**config.mk**
```make
export PLATFORM = sky130hd
export DESIGN_NAME = program_loader
export DESIGN_NICKNAME = d
export VERILOG_FILES = /design/src/rtl/program_loader.sv
export SDC_FILE = /design/constraint.sdc
export NUM_CORES = 1
export LEC_CHECK = 0
export CORE_MARGIN = 2
export CORE_UTILIZATION = 45
export CTS_BUF_LIST = sky130_fd_sc_hd__clkbuf_8
export CTS_CLUSTER_DIAMETER = 200
export DETAILED_ROUTE_END_ITERATION = 10
export PLACE_DENSITY = 0.74
export SLEW_MARGIN = 30
export SYNTH_ARGS = -nofsm -noshare
export SYNTH_HDL_FRONTEND = slang
export SYNTH_SLANG_ARGS = --single-unit
```
**constraint.sdc**
```tcl
create_clock -name Clk -period 5.6 [get_ports Clk]
set_clock_uncertainty 0.15 [all_clocks]
set_input_delay 0.84 -clock Clk [delete_from_list [all_inputs] [get_ports Clk]]
set_output_delay 0.84 -clock Clk [all_outputs]
set_load 0.02 [all_outputs]
```
**src/rtl/program_loader.sv**
```systemverilog
// ---------------------------------------------------------------------------
// program_loader
//   Byte-stream boot loader for the instruction memory. It takes a framed
//   program over a valid/ready byte channel and builds 16-bit little-endian
//   words. Word k is written to byte address 2*k, which matches the PC's +2
//   stride. The core is held off until the whole image passes its XOR
//   checksum.
//
//   Frame: LEN_LO, LEN_HI (N words), N x {DATA_LO, DATA_HI}, CSUM
//          (the XOR of every byte in the frame, including CSUM, must be 0)
//
// Ports
//   Clk          in   clock, rising edge
//   Reset        in   asynchronous active-high reset
//   Start        in   one-cycle pulse: abort any load and re-arm for a frame
//   InData       in   received byte
//   InValid      in   InData valid
//   InReady      out  loader accepts a byte (transfer on InValid && InReady)
//   MemWrEn      out  one-cycle write strobe per assembled word
//   MemWrAddr    out  even byte address of the write
//   MemWrData    out  instruction word {hi byte, lo byte}
//   CpuHold      out  holds the core in reset until a good image is loaded
//   Done         out  image loaded and checksum good
//   Error        out  bad checksum or oversize length header
//   WordsLoaded  out  words written in the current frame
// ---------------------------------------------------------------------------
module program_loader #(
    parameter int l        = 16,
    parameter int MaxWords = 256
) (
    input  logic         Clk,
    input  logic         Reset,
    input  logic         Start,
    input  logic [7:0]   InData,
    input  logic         InValid,
    output logic         InReady,
    output logic         MemWrEn,
    output logic [l-1:0] MemWrAddr,
    output logic [l-1:0] MemWrData,
    output logic         CpuHold,
    output logic         Done,
    output logic         Error,
    output logic [l-1:0] WordsLoaded
);

    typedef enum logic [2:0] {
        LenLo,
        LenHi,
        DataLo,
        DataHi,
        CsumSt,
        DoneSt,
        ErrSt
    } LoaderState;

    localparam logic [l-1:0] MaxLen = l'(MaxWords);

    LoaderState   state;
    logic [l-1:0] lenWords;
    logic [7:0]   loByte;
    logic [7:0]   runXor;
    logic [l-1:0] wordIdx;

    logic         accept;
    logic [l-1:0] lenNext;
    logic [l-1:0] wordIdxNext;

    // The loader is ready in every state that still expects frame bytes.
    // DONE and ERR refuse input until a Start or Reset re-arms the loader.
    assign InReady     = (state != DoneSt) && (state != ErrSt);
    assign accept      = InValid && InReady;
    assign lenNext     = l'({InData, lenWords[7:0]});
    assign wordIdxNext = wordIdx + l'(1);

    // The word index doubles as the count of words written, because both
    // advance on the same accepted DATA_HI byte.
    assign WordsLoaded = wordIdx;

    // Frame parser. It moves only on an accepted byte. Start overrides a byte
    // accepted in the same cycle, so that byte is dropped. The write strobe
    // defaults low each cycle. A strobe registered before Start therefore
    // still shows for its single cycle.
    always_ff @(posedge Clk or posedge Reset) begin
        if (Reset) begin
            state     <= LenLo;
            lenWords  <= '0;
            loByte    <= '0;
            runXor    <= '0;
            wordIdx   <= '0;
            MemWrEn   <= 1'b0;
            MemWrAddr <= '0;
            MemWrData <= '0;
            CpuHold   <= 1'b1;
            Done      <= 1'b0;
            Error     <= 1'b0;
        end else begin
            MemWrEn <= 1'b0;
            if (Start) begin
                state   <= LenLo;
                runXor  <= '0;
                wordIdx <= '0;
                CpuHold <= 1'b1;
                Done    <= 1'b0;
                Error   <= 1'b0;
            end else if (accept) begin
                runXor <= runXor ^ InData;
                case (state)
                    LenLo: begin
                        lenWords <= l'(InData);
                        state    <= LenHi;
                    end
                    LenHi: begin
                        lenWords <= lenNext;
                        if (lenNext > MaxLen) begin
                            state <= ErrSt;
                            Error <= 1'b1;
                        end else if (lenNext == '0) begin
                            state <= CsumSt;
                        end else begin
                            state <= DataLo;
                        end
                    end
                    DataLo: begin
                        loByte <= InData;
                        state  <= DataHi;
                    end
                    DataHi: begin
                        MemWrEn   <= 1'b1;
                        MemWrAddr <= wordIdx << 1;
                        MemWrData <= l'({InData, loByte});
                        wordIdx   <= wordIdxNext;
                        state     <= (wordIdxNext == lenWords) ? CsumSt : DataLo;
                    end
                    CsumSt: begin
                        if ((runXor ^ InData) == 8'h00) begin
                            state   <= DoneSt;
                            Done    <= 1'b1;
                            CpuHold <= 1'b0;
                        end else begin
                            state <= ErrSt;
                            Error <= 1'b1;
                        end
                    end
                    default: begin
                        state <= state;
                    end
                endcase
            end
        end
    end

endmodule

```
# --- Yosys cells after proc, flatten, opt, wreduce, memory -nomap -nowiden ---
# Cells that the tools add are included.
totals:
  wordCells: 75
  reg_bits: 86
op_classes:
  n_reduce_logical: 20
  n_lt_le_gt_ge: 1
  muxes: 29
  bitwise: 3
  n_addsub: 1
  eq_ne: 9
op_table:
  columns: ["op", "count"]
  rows:
  - ["$mux 16", 3]
  - ["$pmux 16 s2", 1]
  - ["$add 16x1->16 const B", 1]
  - ["$eq 16x16->1", 1]
  - ["$gt 16x9->1 const B", 1]
  - ["$logic_not 16->1", 1]
  - ["$mux 8", 2]
  - ["$mux 1", 15]
  - ["$mux 3", 5]
  - ["$pmux 3 s5", 1]
  - ["$ne 3x3->1 const B", 4]
  - ["$reduce_and 3->1", 4]
  - ["$reduce_bool 2->1", 5]
  - ["$logic_not 8->1", 1]
  - ["$reduce_and 4->1", 2]
  - ["$xor 8x8->8", 1]
  - ["$eq 3x2->1 const B", 2]
  - ["$reduce_bool 6->1", 1]
  - ["$reduce_and 2->1", 2]
  - ["$eq 3x1->1 const B", 1]
  - ["$eq 3x3->1 const B", 1]
  - ["$logic_not 3->1", 1]
  - ["$reduce_bool 3->1", 1]
  - ["$logic_and 1x1->1", 2]
  - ["other kinds (3)", 4]

# --- Longest topological paths before layout ---
# Gate-level depths: netlist (run 1).
logic_depth:
  word_depth: 6
  depth_mapped: 8

# --- Least setup slack after synthesis (run 1) ---
# Ideal clock, no wire load.
synth_timing:
  path_type: "register -> register"
  start: "register wordIdx[0], in the netlist WordsLoaded[0]"
  end: "register state[2]"
  setup_time_ps: 92
  synth_period_minus_slack_ps: 2245
  setup_slack_ps: 3355
  n_path_buf: 1
  path_stages_with_launch: 9
  t_arrival_ps: 2004
  required_time_ps: 5358
  cell_sequence: "dfrtp_1 ha_1 buf_2 nand2_1 nor4_2 nand4_1 a221oi_1 nand4_1 o31ai_2"
synth_between:
  elab_chain_len: 6
synth_rtl:
  columns: ["element", "line_no", "source"]
  rows:
  - ["start, declared", "62", "logic [l-1:0] wordIdx;"]
  - ["start signal, assigned", "131", "wordIdx <= wordIdxNext;"]
  - ["$add 16x1->16", "73", "assign wordIdxNext = wordIdx + l'(1);"]
  - ["$eq 16x16->1", "132", "state <= (wordIdxNext == lenWords) ? CsumSt : DataLo;"]
  - ["$mux 3", "132", null]
  - ["$pmux 3 s5", "107", "case (state)"]
  - ["$mux 3", "105", "end else if (accept) begin"]
  - ["$mux 3", "98", "if (Start) begin"]
  - ["end signal, assigned", "99", "state <= LenLo;"]
  - ["end signal, assigned", "110", "state <= LenHi;"]
  - ["end signal, assigned", "132", null]
  - ["end, declared", "58", "LoaderState state;"]
# Every way passes these cells. The select of a mux whose other input is x is not followed.
# A chain may end at the register's enable or synchronous reset.

# --- Final worst setup path (run 1) ---
layout_timing:
  start: "register state[0]"
  end: "output InReady"
layout_between:
  elab_chain_len: 2
  word_cells_on_any_way: 3
  classes_between: "eq/ne (2); reduce/logical (1)"
layout_rtl:
  columns: ["element", "line_no", "source"]
  rows:
  - ["start signal, assigned", "85", "state <= LenLo;"]
  - ["start signal, assigned", "99", null]
  - ["start signal, assigned", "110", null]
  - ["$ne 3x3->1", "70", "assign InReady = (state != DoneSt) && (state != ErrSt);"]
  - ["$logic_and 1x1->1 *", "70", null]
  - ["end, declared", "36", "output logic InReady,"]
# Every way passes the cells marked *; elsewhere a longest branch is shown, timed or not.

==> results of run 1 <==
cell families (layout without fill, tap and decap cells):
family          after synthesis  count (layout)  share of synthesized area [%]
simple gates                142             142                           16.7
flops                        86              86                           49.2
compound gates               58              58                           9.28
mux                          48              48                           12.3
xor+xnor                     42              42                           8.40
buf+inv                      38              92                           3.80
fa+ha+maj                     1               1                          0.286
other cells                   1               1                         0.0856
per-layer routing:
layer | vias to the layer above | global-route usage (%)
li1 | 1562 | -
met1 | 1665 | 27.3
met2 | 102 | 33.7
met3 | 20 | 4.27
met4 | 0 | 7.90
met5 | - | 0
cells in the final DEF, fill, tap and decap left out, drive strengths merged, types with 6 or more instances in the layout:
cell type	instances
clkdlybuf4s50	63
nand4	8
nand3	12
dfrtp	85
nor2b	6
a21oi	8
o21ai	15
inv	12
nor3	7
nor2	32
xor2	20
nor4	10
clkbuf	10
mux2	46
nand2	45
xnor2	22
power groups by stage:
stage	Clock, mW	Sequential (mW)	Combinational, mW
after floorplan	0	0.744	0.148
after global placement	0	0.744	0.219
after detailed placement	0	0.748	0.227
after CTS	0.428	0.736	0.228
after global routing	0.452	0.747	0.248
final	0.411	0.736	0.226
flip-flops by register name, summed over array words and instances (netlist names):
name / count
MemWrData: 16
WordsLoaded: 16
lenWords: 16
MemWrAddr: 15
loByte: 8
runXor: 8
state: 3
CpuHold: 1
Done: 1
Error: 1
MemWrEn: 1
per-stage QoR:
step                      total power, mW  worst slack, ns  util, %  area, µm²
after floorplan                     0.893             2.39        -       4380
after global placement              0.964             1.97     52.9       5070
after detailed placement            0.975             1.88     52.9       5070
after CTS                            1.39             2.28     54.8       5260
after global routing                 1.45             2.20     55.1       5280
final                                1.37             2.39     55.1       5280
Yosys cell counts (2+ instances only):
library cell	number	area, µm²
and3_1	4	25.0
nand4_1	6	37.5
and4_1	4	35.0
a211oi_1	3	22.5
o22ai_1	2	12.5
nor3_1	7	35.0
dfrtp_1	85	2130
buf_4	3	22.5
xor2_1	20	175
o2111ai_1	2	17.5
nor4_2	2	25.0
mux2_2	46	518
a22oi_1	2	15.0
a21oi_1	8	40.0
mux2i_1	2	20.0
nand2_1	45	169
nor4_1	8	50.1
nand3_1	11	55.1
o2bb2ai_1	2	17.5
o31ai_1	2	15.0
nor2_2	2	12.5
inv_1	10	37.5
nor2_1	30	113
buf_2	10	50.1
xnor2_1	22	193
o211ai_1	2	15.0
o21ai_0	15	75.1
nand4_2	2	25.0
or3_1	2	12.5
o32ai_1	2	17.5
o21bai_1	2	15.0
clkbuf_1	15	56.3
nand2b_1	4	25.0
nor2b_1	6	37.5
a31oi_1	4	25.0
worst max-delay path: cells and delay by family, from the launching register on:
kind	cells	cell delay, ns
flops	1	0.75
simple gates	1	0.16
compound gates	1	0.29
buf+inv	1	0.66
final cells by class:
type,count,area share (%)
inverter,10,0.734
tap,133,3.15
timing repair buffer,66,12.7
sequential,86,40.8
multi-input combinational,292,39.2
clock buffer,10,2.61
clock inverter,6,0.853
how the worst min path moves through the flow:
| stage | to |
|---|---|
| after floorplan | lenWords[15] |
| after global placement | MemWrData[1] |
| after detailed placement | MemWrData[3] |
| after CTS | MemWrData[6] |
| after global routing | MemWrAddr[4] |
| final | MemWrAddr[9] |
==> flow_metrics.py, run 1 <==
metrics = {
    "drt": {
        "wire_per_inst_um": 16.7,
        "first_pass_iters": 4,
        "wl_met3_um": 472,
        "wirelength_um": 10100,
        "dr_total_vias": 3349,
        "drtIter0Drc": 118,
        "wl_met2_um": 4830,
        "dr.max_layer_used": "met4",
        "wirelength_met1_um": 4520,
        "vias_per_cell": 5.55,
        "antenna_left": 0,
        "route.detailed.drc": 0,
    },
    "timing": {
        "post-route-min-period_ns": 3.21,
        "rsz0062_at_grt": "no",
        "finalCritPeriodShare_pct": 57.4,
        "timing.hold.ws_ns": 0.359,
        "setup_viol": 0,
        "finalMaxSlewViolations": 0,
        "max_slew_margin_pct": 47.6,
        "worst_slew_pin_slew_ns": 0.785,
        "hold_violations": 0,
        "fin_tns_setup_ns": 0,
        "max_freq_mhz": 311,
    },
    "floorplanning": {
        "fp.dieW_um": 103,
        "start_util_pct": 45.7,
        "core_area_mm2": 0.00959,
        "die_area_mm2": 0.0105,
        "io-pin-count": 65,
        "row_count": 36,
        "die_h_um": 103,
    },
    "clocking": {
        "cts_tree": "yes",
        "numCtsBuffers": 9,
        "cts_buffer_depth": 2,
        "cts.sink_count": 86,
        "clock-root-buffer": "clkbuf_8",
        "cts_hold_buf": 0,
        "insertion_delay_ns": 0.36,
        "postCtsSetupBuffers": 0,
        "ctsResizeCount": 0,
        "clkSlewWorstSetupHoldPaths_ns": 0.09,
        "cts.htree.levels": 3,
    },
    "synthesis": {
        "netlist_area_mm2": 0.00438,
        "ys_seq_area_share_pct": 49.2,
        "synth-main-ff-cell": "dfrtp_1",
        "syn_inst": 416,
        "avgSynthCellArea_um2": 10.5,
        "synth_edf_count": 0,
        "synthDistinctLibCells": 59,
        "syn_nets": 429,
        "synth_seq_cells": 86,
        "synthArstFlopShare_pct": 100,
        "synth_warnings": 0,
    },
    "power_and_ir_drop": {
        "power_density_mw_per_mm2": 260,
        "clockPowerShare_pct": 29.9,
        "p_sw_mw": 0.399,
        "swShare_pct": 29.1,
        "p_int_mw": 0.974,
        "max-vdd-ir-drop_v": 0.000183,
        "p_leak_nw": 2.19,
        "seq_power_share_pct": 53.6,
        "p_comb_share_pct": 16.5,
    },
    "layout": {
        "final_nets": 478,
        "fin_cells": 603,
        "nFillCells": 884,
        "seqCellArea_mm2": 0.00215,
        "syn2layout_area_growth_pct": 20.6,
        "antennaDiodeCount": 0,
        "multi_input_area_mm2": 0.00207,
        "drive_gt1_share_pct": 16.8,
    },
    "setup_path": {
        "crit_path_max_incr_delay_ns": 0.75,
        "r2r.worst_path.cells": 7,
        "crit_required_ns": 4.61,
        "path_max_fanout": 21,
        "rr_endpoint": "state[2]",
        "rrSetupSlack_ns": 2.81,
        "r2r-start": "WordsLoaded[0]",
        "worstPathArrival_ns": 2.22,
        "critPathKind": "flop to output pin",
        "crit_end": "InReady",
        "worstPathCellList": "nor2b_1 -> o21ai_0 -> clkdlybuf4s50_1",
        "cp-end-kind": "output pin",
        "cp-start-kind": "flop",
        "crit_start": "state[0]",
        "cpMaxStageDelayCell": "dfrtp_1",
    },
    "global_routing": {
        "grt_antenna_before_repair": 0,
        "track_usage_pct": 20.7,
        "grt_pass1_wl_um": 16800,
        "gr-total-overflow": 0,
        "grt_pass1_vias": 3323,
        "grt_max_degree": 47,
    },
    "min_path": {
        "hold_start": "MemWrAddr[9]",
        "hold_depth": 1,
        "hp-class": "flop to flop",
    },
    "placed_design": {
        "hpwlAfterDp_um": 6940,
        "gp_congestion": 0.887,
        "port_buffers": 63,
        "placed_cells": 586,
    },
    "run_status": {
        "outcome": "finished clean",
    },
    "run": {
        "maxCapViolCount": 0,
    },
}
No activity file was read; power rests on OpenSTA's default activity.
==> run 2: changes to the inputs <==
--- a/config.mk
+++ b/config.mk
@@ -10,7 +10,7 @@
 export CTS_BUF_LIST = sky130_fd_sc_hd__clkbuf_8
 export CTS_CLUSTER_DIAMETER = 200
 export DETAILED_ROUTE_END_ITERATION = 10
-export PLACE_DENSITY = 0.74
+export PLACE_DENSITY = 0.77
 export SLEW_MARGIN = 30
 export SYNTH_ARGS = -nofsm -noshare
 export SYNTH_HDL_FRONTEND = slang
==> constraint.sdc (replaced) <==
create_clock -name Clk -period 2.9 [get_ports Clk]
set_clock_uncertainty 0.15 [all_clocks]
set_input_delay 0.435 -clock Clk [delete_from_list [all_inputs] [get_ports Clk]]
set_output_delay 0.435 -clock Clk [all_outputs]
set_load 0.02 [all_outputs]
==> run 2 against run 1 <==
  * First-iteration DRC count up 45%
  * Largest power group unchanged
  * Highest routed layer unchanged
  * Clock power up 140%
  * Critical path depth unchanged
  * Critical endpoint unchanged
  * Cell area up 2.2%
  * Global-route usage down 0.19 points
  * Power up 110%
==> flow_metrics.py, run 2 (synthesized netlist as in run 1, its figures left out) <==
metrics = {
    "clocking": {
        "cts_hold_buf": 0,
        "cts.htree.levels": 3,
        "cts.sink_count": 86,
        "cts_tree": "yes",
        "clock-root-buffer": "clkbuf_8",
        "insertion_delay_ns": 0.36,
        "postCtsSetupBuffers": 0,
        "clkSlewWorstSetupHoldPaths_ns": 0.09,
        "ctsResizeCount": 0,
        "cts_buffer_depth": 2,
        "numCtsBuffers": 9,
    },
    "setup_path": {
        "cp-end-kind": "output pin",
        "crit_path_max_incr_delay_ns": 0.67,
        "cp-start-kind": "flop",
        "critPathKind": "flop to output pin",
        "path_delay_family": "buffers and inverters",
        "cp_num_buf_inv": 1,
        "path_max_fanout": 10,
        "crit_required_ns": 2.32,
        "worstPathCellList": "nor2b_1 -> o21ai_0 -> clkdlybuf4s50_1",
        "cpMaxStageDelayCell": "clkdlybuf4s50_1",
        "worstPathArrival_ns": 1.98,
    },
    "floorplanning": {
        "die_h_um": 103,
        "start_util_pct": 45.7,
        "fp.dieW_um": 103,
        "io-pin-count": 65,
        "row_count": 36,
        "die_area_mm2": 0.0105,
        "core_area_mm2": 0.00959,
    },
    "drt": {
        "first_pass_iters": 4,
        "wire_per_inst_um": 16.6,
        "route.detailed.drc": 0,
        "dr_total_vias": 3368,
        "antenna_left": 0,
        "vias_per_cell": 5.49,
        "drtIter0Drc": 171,
        "wirelength_um": 10200,
    },
    "timing": {
        "worst_slew_pin_slew_ns": 0.625,
        "hold_violations": 0,
        "max_freq_mhz": 390,
        "fin_tns_setup_ns": 0,
        "max_slew_margin_pct": 58.3,
        "finalMaxSlewViolations": 0,
        "rsz0062_at_grt": "no",
        "post-route-min-period_ns": 2.56,
        "finalCritPeriodShare_pct": 88.4,
        "setup_viol": 0,
    },
    "global_routing": {
        "grt_pass1_vias": 3446,
        "grt_max_degree": 51,
        "grt_use_met1_pct": 26.5,
        "busiest_layer": "met2",
        "track_usage_pct": 20.5,
        "gr-total-overflow": 0,
        "grt_pass1_wl_um": 16900,
        "grt_antenna_before_repair": 0,
        "grt_util_met2_pct": 34.5,
        "use_met3_pct": 5.29,
    },
    "layout": {
        "drive_gt1_share_pct": 18.9,
        "final_cell_mix": "dfrtp_1 (85), clkdlybuf4s50_1 (63), mux2_2 (46), nand2_1 (45), nor2_1 (29)",
        "postLayoutCellArea_mm2": 0.00540,
        "final_util_pct": 56.3,
        "final_nets": 489,
        "syn2layout_area_growth_pct": 23.3,
        "final_common_cell": "dfrtp_1",
        "antennaDiodeCount": 0,
    },
    "placed_design": {
        "gp_congestion": 0.948,
        "placed_cell_area_mm2": 0.00516,
        "port_buffers": 63,
        "hpwlAfterDp_um": 7240,
    },
    "power_and_ir_drop": {
        "power_density_mw_per_mm2": 527,
        "max-vdd-ir-drop_v": 0.000474,
        "p_leak_nw": 2.26,
    },
    "min_path": {
        "hp-class": "input port to asynchronous set/reset pin",
    },
    "run": {
        "maxCapViolCount": 0,
    },
    "run_status": {
        "outcome": "finished clean",
    },
}
run 2: changes by cell type in the layout (fill, tap and decap cells not counted), sizes merged:
cell	before	now
bufinv	0	2
clkinvlp	2	1
clkbuf	10	9
buf	3	14
run 2: layout make-up:
| cell class | count | area, µm² |
|---|---|---|
| clock inverters | 7 | 113 |
| flip-flops and latches | 86 | 2150 |
| clock buffers | 9 | 124 |
| fillers | 847 | 4200 |
| multi-input cells | 292 | 2070 |
| inverters | 10 | 38.8 |
| repair buffers | 77 | 736 |
| well taps | 133 | 166 |
run 2: path summary, 6_finish.rpt:
kind / start / to / slack (ns) / cells past startpoint
worst max-delay path: state[0] / InReady / 0.34 / 3
worst min-delay path: Reset / runXor[0] / 0.36 / 3
worst max register to register: WordsLoaded[2] / state[2] / 0.48 / 6
worst min register to register: lenWords[8] / lenWords[8] / 0.36 / 2
max in group asynchronous: Reset / WordsLoaded[6] / 1.75 / 3
min in group Clk: lenWords[8] / lenWords[8] / 0.36 / 2
run 2: power by group:
group | switching [mW] | total [mW] | leakage (nW) | internal [mW]
sequential | 0.104 | 1.42 | 1.16 | 1.32
combinational | 0.214 | 0.445 | 0.992 | 0.231
clock | 0.477 | 0.982 | 0.115 | 0.505
run 2: worst min-delay path, cell delays in order:
cell and delay, ns:
clkdlybuf4s50_1 0.41, clkinv_2 0.05, buf_4 0.40
run 2: layer usage:
layer	vias to the layer above	part of all wire [%]	wire length (µm)
li1	1572	-	-
met1	1677	45	4580
met2	107	49	4990
met3	12	5.1	518
met4	0	1.1	108
met5	-	0	0
run 2: per-stage QoR:
step | hold slack (ns) | power, mW | setup slack (ns) | std cells
global route | 0.368 | 2.98 | 0.229 | 614
detailed placement | 0.341 | 1.89 | 0.366 | 598
CTS | 0.353 | 2.88 | 0.297 | 614
global placement | 0.330 | 1.87 | 0.460 | 598
finish | 0.355 | 2.85 | 0.336 | 614
floorplan | 0.319 | 1.72 | 0.0948 | 416
